## src/rtl/des3_job_arbiter_if.sv

```systemverilog
// Job/core/response signal bundle for des3_job_arbiter.
// "slave" is the arbiter's view; "master" is everything around it (requesters, core, consumer).
interface des3_job_arbiter_if;
  logic [1:0]  req_valid;
  logic [1:0]  req_ready;
  logic [63:0] req_data0;
  logic [63:0] req_data1;
  logic [1:0]  req_decrypt;
  logic        key_ready;
  logic        core_start;
  logic [63:0] core_desIn;
  logic        core_decrypt;
  logic        core_out_valid;
  logic [63:0] core_desOut;
  logic        rsp_valid;
  logic        rsp_ready;
  logic [63:0] rsp_data;
  logic        rsp_id;
  logic        rsp_err;
  logic        busy;

  modport master (
    output req_valid, req_data0, req_data1, req_decrypt, key_ready,
           core_out_valid, core_desOut, rsp_ready,
    input  req_ready, core_start, core_desIn, core_decrypt,
           rsp_valid, rsp_data, rsp_id, rsp_err, busy
  );

  modport slave (
    input  req_valid, req_data0, req_data1, req_decrypt, key_ready,
           core_out_valid, core_desOut, rsp_ready,
    output req_ready, core_start, core_desIn, core_decrypt,
           rsp_valid, rsp_data, rsp_id, rsp_err, busy
  );
endinterface

```

## src/rtl/des3_job_arbiter.sv

```systemverilog
// Round-robin arbiter feeding one des3 core from two requesters, with a
// completion timeout and a held response port.
module des3_job_arbiter #(
  parameter int TIMEOUT_CYCLES = 64
) (
  input  logic              clk,
  input  logic              reset,
  des3_job_arbiter_if.slave bus
);
  localparam int NUM_REQ = 2;
  localparam logic [7:0] TC = 8'(TIMEOUT_CYCLES - 1);

  typedef enum logic [1:0] {IDLE, ISSUE, BUSY, RESP} state_t;

  typedef struct packed {
    logic [63:0] data;
    logic        decrypt;
    logic        id;
  } job_t;

  state_t state, state_nxt;

  logic                          last_grant, last_grant_d;
  logic [7:0]                    cnt, cnt_d;
  job_t                          job, job_d;
  logic                          core_start_q, core_start_d;
  logic                          rsp_valid_q, rsp_valid_d;
  logic [63:0]                   rsp_data_q, rsp_data_d;
  logic                          rsp_id_q, rsp_id_d;
  logic                          rsp_err_q, rsp_err_d;
  logic                          busy_q, busy_d;
  logic                          grant_id;
  logic [NUM_REQ-1:0]            grant;
  logic [NUM_REQ-1:0][63:0]      req_data;

  assign req_data = {bus.req_data1, bus.req_data0};

  // On a tie the requester that did not win last time goes next.
  always_comb begin
    grant_id = bus.req_valid[1];
    if (&bus.req_valid) grant_id = ~last_grant;
  end

  assign grant         = (state == IDLE && bus.key_ready && |bus.req_valid)
                         ? (grant_id ? 2'b10 : 2'b01) : 2'b00;
  assign bus.req_ready = grant;

  always_ff @(posedge clk or posedge reset) begin
    if (reset) state <= IDLE;
    else       state <= state_nxt;
  end

  always_comb begin
    state_nxt = state;
    case (state)
      IDLE:    if (|grant) state_nxt = ISSUE;
      ISSUE:   state_nxt = BUSY;
      BUSY:    if (bus.core_out_valid || cnt == TC) state_nxt = RESP;
      RESP:    if (bus.rsp_ready) state_nxt = IDLE;
      default: state_nxt = IDLE;
    endcase
  end

  // Next values of every registered output, keyed off the current state.
  always_comb begin
    core_start_d = (state_nxt == ISSUE);
    busy_d       = (state_nxt != IDLE);
    rsp_valid_d  = (state_nxt == RESP);
    last_grant_d = last_grant;
    cnt_d        = cnt;
    job_d        = job;
    rsp_data_d   = rsp_data_q;
    rsp_id_d     = rsp_id_q;
    rsp_err_d    = rsp_err_q;
    case (state)
      IDLE: begin
        if (|grant) begin
          last_grant_d = grant_id;
          job_d.data    = req_data[grant_id];
          job_d.decrypt = bus.req_decrypt[grant_id];
          job_d.id      = grant_id;
        end
      end
      ISSUE: cnt_d = 8'd0;
      BUSY: begin
        // A result on the terminal-count cycle still beats the timeout.
        if (bus.core_out_valid) begin
          rsp_data_d = bus.core_desOut;
          rsp_err_d  = 1'b0;
          rsp_id_d   = job.id;
        end else if (cnt == TC) begin
          rsp_data_d = 64'd0;
          rsp_err_d  = 1'b1;
          rsp_id_d   = job.id;
        end else begin
          cnt_d = cnt + 8'd1;
        end
      end
      default: ;
    endcase
  end

  always_ff @(posedge clk or posedge reset) begin
    if (reset) begin
      last_grant   <= 1'b1;
      cnt          <= 8'd0;
      job          <= '0;
      core_start_q <= 1'b0;
      rsp_valid_q  <= 1'b0;
      rsp_data_q   <= 64'd0;
      rsp_id_q     <= 1'b0;
      rsp_err_q    <= 1'b0;
      busy_q       <= 1'b0;
    end else begin
      last_grant   <= last_grant_d;
      cnt          <= cnt_d;
      job          <= job_d;
      core_start_q <= core_start_d;
      rsp_valid_q  <= rsp_valid_d;
      rsp_data_q   <= rsp_data_d;
      rsp_id_q     <= rsp_id_d;
      rsp_err_q    <= rsp_err_d;
      busy_q       <= busy_d;
    end
  end

  assign bus.core_start   = core_start_q;
  assign bus.core_desIn   = job.data;
  assign bus.core_decrypt = job.decrypt;
  assign bus.rsp_valid    = rsp_valid_q;
  assign bus.rsp_data     = rsp_data_q;
  assign bus.rsp_id       = rsp_id_q;
  assign bus.rsp_err      = rsp_err_q;
  assign bus.busy         = busy_q;
endmodule

```

## src/flat_wrapper.sv

```systemverilog
// flat-port wrapper written by rule: the top's interface ports become plain ports
module des3_job_arbiter_flat 
#(
  parameter int TIMEOUT_CYCLES = 64
)
  (clk, reset, bus_req_valid, bus_req_data0, bus_req_data1, bus_req_decrypt, bus_key_ready, bus_core_out_valid, bus_core_desOut, bus_rsp_ready, bus_req_ready, bus_core_start, bus_core_desIn, bus_core_decrypt, bus_rsp_valid, bus_rsp_data, bus_rsp_id, bus_rsp_err, bus_busy);
  des3_job_arbiter_if bus_i ();
  input  logic clk;
  input  logic reset;
  input wire logic [$bits(bus_i.req_valid)-1:0] bus_req_valid;
  input wire logic [$bits(bus_i.req_data0)-1:0] bus_req_data0;
  input wire logic [$bits(bus_i.req_data1)-1:0] bus_req_data1;
  input wire logic [$bits(bus_i.req_decrypt)-1:0] bus_req_decrypt;
  input wire logic [$bits(bus_i.key_ready)-1:0] bus_key_ready;
  input wire logic [$bits(bus_i.core_out_valid)-1:0] bus_core_out_valid;
  input wire logic [$bits(bus_i.core_desOut)-1:0] bus_core_desOut;
  input wire logic [$bits(bus_i.rsp_ready)-1:0] bus_rsp_ready;
  output wire logic [$bits(bus_i.req_ready)-1:0] bus_req_ready;
  output wire logic [$bits(bus_i.core_start)-1:0] bus_core_start;
  output wire logic [$bits(bus_i.core_desIn)-1:0] bus_core_desIn;
  output wire logic [$bits(bus_i.core_decrypt)-1:0] bus_core_decrypt;
  output wire logic [$bits(bus_i.rsp_valid)-1:0] bus_rsp_valid;
  output wire logic [$bits(bus_i.rsp_data)-1:0] bus_rsp_data;
  output wire logic [$bits(bus_i.rsp_id)-1:0] bus_rsp_id;
  output wire logic [$bits(bus_i.rsp_err)-1:0] bus_rsp_err;
  output wire logic [$bits(bus_i.busy)-1:0] bus_busy;
  assign bus_i.req_valid = bus_req_valid;
  assign bus_i.req_data0 = bus_req_data0;
  assign bus_i.req_data1 = bus_req_data1;
  assign bus_i.req_decrypt = bus_req_decrypt;
  assign bus_i.key_ready = bus_key_ready;
  assign bus_i.core_out_valid = bus_core_out_valid;
  assign bus_i.core_desOut = bus_core_desOut;
  assign bus_i.rsp_ready = bus_rsp_ready;
  assign bus_req_ready = bus_i.req_ready;
  assign bus_core_start = bus_i.core_start;
  assign bus_core_desIn = bus_i.core_desIn;
  assign bus_core_decrypt = bus_i.core_decrypt;
  assign bus_rsp_valid = bus_i.rsp_valid;
  assign bus_rsp_data = bus_i.rsp_data;
  assign bus_rsp_id = bus_i.rsp_id;
  assign bus_rsp_err = bus_i.rsp_err;
  assign bus_busy = bus_i.busy;
  des3_job_arbiter #(.TIMEOUT_CYCLES(TIMEOUT_CYCLES)) u_core (.clk(clk), .reset(reset), .bus(bus_i));
endmodule
```

## config.mk

```make
export PLATFORM = sky130hd
export DESIGN_NAME = des3_job_arbiter_flat
export DESIGN_NICKNAME = d
export VERILOG_FILES = /design/src/rtl/des3_job_arbiter_if.sv /design/src/rtl/des3_job_arbiter.sv /design/src/flat_wrapper.sv
export SDC_FILE = /design/constraint.sdc
export NUM_CORES = 1
export LEC_CHECK = 0
export ABC_CLOCK_PERIOD_IN_PS = 5140
export CORE_MARGIN = 2
export CORE_UTILIZATION = 37
export CTS_BUF_LIST = sky130_fd_sc_hd__clkbuf_8
export CTS_CLUSTER_SIZE = 16
export DETAILED_ROUTE_END_ITERATION = 8
export MAX_ROUTING_LAYER = met4
export PLACE_DENSITY = 0.79
export SETUP_SLACK_MARGIN = 0.02
export SLEW_MARGIN = 40
export SYNTH_ARGS = -nofsm -noshare
export SYNTH_HDL_FRONTEND = slang
export SYNTH_SLANG_ARGS = --single-unit
```

## constraint.sdc

```tcl
create_clock -name clk -period 5.14 [get_ports clk]
set_input_delay 1.028 -clock clk [delete_from_list [all_inputs] [get_ports clk]]
set_output_delay 1.028 -clock clk [all_outputs]
set_load 0.02 [all_outputs]
```

==> results.py <==
metrics = {
    "outcome": {
        "status": "finished, final reports clean",
    },
    "global_route": {
        "grt_pass1_wl_um": 27500,
        "grtUsageTotal_pct": 19.9,
        "grt.overflow.total": 0,
        "grt_max_degree": 89,
        "grt_pass1_vias": 5184,
        "antenna_found_initial": 1,
    },
    "clocking": {
        "clock-sinks": 146,
        "clk_latency_ns": 0.45,
        "post_cts_buffers": 0,
        "cts_buffer_depth": 2,
        "root_buffer": "clkbuf_8",
        "cts.reportedPaths.clkPinSlew_ns": 0.08,
        "numCtsBuffers": 17,
        "h-tree-depth": 4,
        "cts_tree": "yes",
        "cts_resized": 0,
        "cts_hold_buf": 0,
    },
    "die": {
        "die_w_um": 137,
        "rows": 48,
        "start_util_pct": 37.8,
        "core_area_um2": 17200,
        "die_h_um": 137,
        "die-area_um2": 18700,
        "ios": 337,
    },
    "place": {
        "dp_hpwl_um": 13400,
        "portBuffers": 336,
        "place_congestion": 0.766,
    },
    "cells_and_area": {
        "fillers": 1470,
        "mostFrequentLayoutCell": "clkdlybuf4s50_1",
        "layout-drive-gt1-share_pct": 5.92,
        "layout.nets": 1034,
        "register_area_um2": 3650,
        "syn_to_final_growth_pct": 52.8,
        "final_cell_mix": "clkdlybuf4s50_1 (336), dfrtp_1 (145), nand2_1 (78), mux2i_1 (70), o21ai_0 (68)",
        "multiInputGateArea_um2": 2210,
    },
    "flow_run": {
        "maxCapViolations": 0,
    },
    "timing": {
        "hold_viol": 0,
        "slew_viol_final": 0,
        "finalSetupViolations": 0,
        "tightest_slew_ns": 0.797,
        "fin_skew_ns": 0.00778,
        "min_period_ns": 4.05,
        "grt_setup_unrepaired": "false",
        "hold_slack_ns": 0.482,
        "tns_ns": 0,
        "relSlewSlack_pct": 46.9,
        "clock.fmax_ghz": 0.247,
        "finalCritPeriodShare_pct": 78.8,
    },
    "worst_setup_path": {
        "crit_buf_inv": 4,
        "cp-end-kind": "output port",
        "path_max_fanout": 48,
        "critPathLaunchType": "input port",
        "crit_chain": "clkdlybuf4s50_1 > o211ai_1 > buf_4 > inv_1 > and2_1 > clkdlybuf4s50_1",
        "cp_slowest_cell": "clkdlybuf4s50_1",
        "critPathArrivalTime_ns": 3.02,
        "critPathRequiredTime_ns": 4.11,
        "criticalPathCategory": "input port to output port",
        "cp_top_family": "buffers and inverters",
        "cpMostUsedCell": "clkdlybuf4s50_1",
        "slowest_delay_ns": 0.55,
    },
    "synth": {
        "synth.avg_cell_area_um2": 11.4,
        "synth_fp_nets": 771,
        "syn_area_um2": 6510,
        "ys_ff_latch": 146,
        "seq_area_frac_synth_pct": 56.2,
        "synth.distinct_cells": 36,
        "ys_warn_count": 0,
        "synth_cells": 569,
    },
    "power": {
        "power_density_nw_per_um2": 553,
        "p_leak_nw": 4.43,
        "vdd_drop_max_mv": 0.302,
    },
    "routing": {
        "avgViaCountPerCell": 4.83,
        "wl_per_cell_um": 17.0,
        "vias": 5173,
        "routed_wl_um": 18200,
        "drtIter0Drc": 158,
        "route.detailed.drc": 0,
        "first_pass_iters": 4,
        "ant_nets": 0,
    },
    "hold_path": {
        "hold_path_class": "register to register",
    },
}
-- worst reg2reg max path, delay by kind of cell, from the launching register on --
family	cells	cell delay, ns
DFF	1	0.51
and+or+nand+nor	2	1.18
buffers and inverters	1	0.45
AOI/OAI and AO/OA	1	0.21
-- worst paths after layout --
| kind | startpoint | to | slack (ns) | cells after the start |
|---|---|---|---|---|
| setup / recovery | bus_req_valid[0] | bus_req_ready[1] | 1.09 | 6 |
| hold / removal | u_core.bus.core_desIn[7]$_DFFE_PP0P_ | u_core.bus.core_desIn[7]$_DFFE_PP0P_ | 0.48 | 2 |
| setup reg to reg | u_core.state[0]$_DFF_PP0_ | u_core.bus.rsp_data[24]$_DFFE_PP0P_ | 2.73 | 4 |
| hold reg to reg | u_core.bus.core_desIn[7]$_DFFE_PP0P_ | u_core.bus.core_desIn[7]$_DFFE_PP0P_ | 0.48 | 2 |
| max in group asynchronous | reset | u_core.bus.core_desIn[41]$_DFFE_PP0P_ | 3.10 | 3 |
| min in group asynchronous | reset | u_core.bus.rsp_data[31]$_DFFE_PP0P_ | 1.05 | 2 |
-- cell type report --
type / count / area share [%]
Clock buffer: 17 / 2.35
Timing Repair Buffer: 344 / 34.4
Sequential cell: 146 / 36.7
Tap cell: 225 / 2.83
Multi-Input combinational cell: 318 / 22.2
Inverter: 5 / 0.239
Clock inverter: 15 / 1.23
Antenna cell: 1 / 0.0252
-- flip-flops by register name (all words and copies together) (netlist names) --
signal,cells
u_core.state,2
u_core.bus.rsp_id,1
u_core.bus.busy,1
u_core.bus.core_start,1
u_core.last_grant,1
u_core.bus.rsp_valid,1
u_core.bus.rsp_data,64
u_core.bus.core_decrypt,1
u_core.bus.rsp_err,1
u_core.job,1
u_core.bus.core_desIn,64
u_core.cnt,8
-- per-stage QoR --
stage / area (µm²) / power (W) / util [%] / std cells / worst slack (ns)
5_1_grt: 9950 / 0.00583 / 57.7 / 1071 / 0.894
2_1_floorplan: 6510 / 0.00365 / - / 569 / 0.191
4_1_cts: 9950 / 0.00557 / 57.7 / 1070 / 1.05
3_3_place_gp: 9590 / 0.00466 / 55.6 / 1038 / 1.11
3_5_place_dp: 9590 / 0.00471 / 55.6 / 1038 / 1.04
6_report: 9950 / 0.00550 / 57.7 / 1071 / 1.09
-- logic make-up after synthesis --
| group | count (synthesis) | share of synthesized area, % |
|---|---|---|
| AOI/OAI and AO/OA | 146 | 15.6 |
| DFF | 146 | 56.2 |
| buffers and inverters | 105 | 10.3 |
| and+or+nand+nor | 100 | 6.79 |
| muxes | 71 | 10.9 |
| adders and majority gates | 1 | 0.192 |
-- Yosys cell counts --
master | n | share of area (%)
a21o_1 | 2 | 0.23
o211ai_1 | 1 | 0.12
o21ai_0 | 68 | 5.2
buf_4 | 64 | 7.4
o31ai_1 | 1 | 0.12
buf_6 | 1 | 0.17
nor3_1 | 1 | 0.077
and3_1 | 4 | 0.38
o21a_1 | 1 | 0.12
a22o_1 | 64 | 8.6
a41oi_4 | 1 | 0.42
nand3b_1 | 1 | 0.12
inv_1 | 5 | 0.29
ha_1 | 1 | 0.19
o22ai_1 | 1 | 0.096
dfrtp_1 | 145 | 56
dfstp_2 | 1 | 0.40
a211oi_1 | 1 | 0.12
o21ai_1 | 1 | 0.077
o31a_1 | 1 | 0.13
buf_2 | 24 | 1.8
a21oi_1 | 3 | 0.23
clkbuf_1 | 11 | 0.63
and2_1 | 2 | 0.19
a21boi_1 | 1 | 0.12
or3b_4 | 1 | 0.17
mux2_2 | 1 | 0.17
nor2b_1 | 1 | 0.096
mux2i_1 | 70 | 11
nor4_1 | 3 | 0.29
or3_1 | 1 | 0.096
nand2_1 | 78 | 4.5
nor4_4 | 1 | 0.33
nand3_2 | 1 | 0.15
nand4_1 | 1 | 0.096
nor2_1 | 5 | 0.29
-- layer usage --
metal | global-route usage, % | wire length, µm | share of wire, % | vias up
met5 | - | 0 | 0 | -
met4 | 6.77 | 301 | 1.7 | 0
met3 | 6.59 | 1620 | 8.9 | 16
met2 | 32.2 | 8890 | 49 | 237
met1 | 23.2 | 7380 | 41 | 2451
li1 | - | - | - | 2469
-- where the power goes --
| group | internal, W | total [W] | switching, W |
|---|---|---|---|
| registers | 0.00167 | 0.00198 | 0.000308 |
| clock network | 0.000347 | 0.000832 | 0.000485 |
| logic | 0.00134 | 0.00269 | 0.00135 |
| total | 0.00335 | 0.00550 | 0.00215 |
Note: power is estimated with default switching activity, not from simulation.
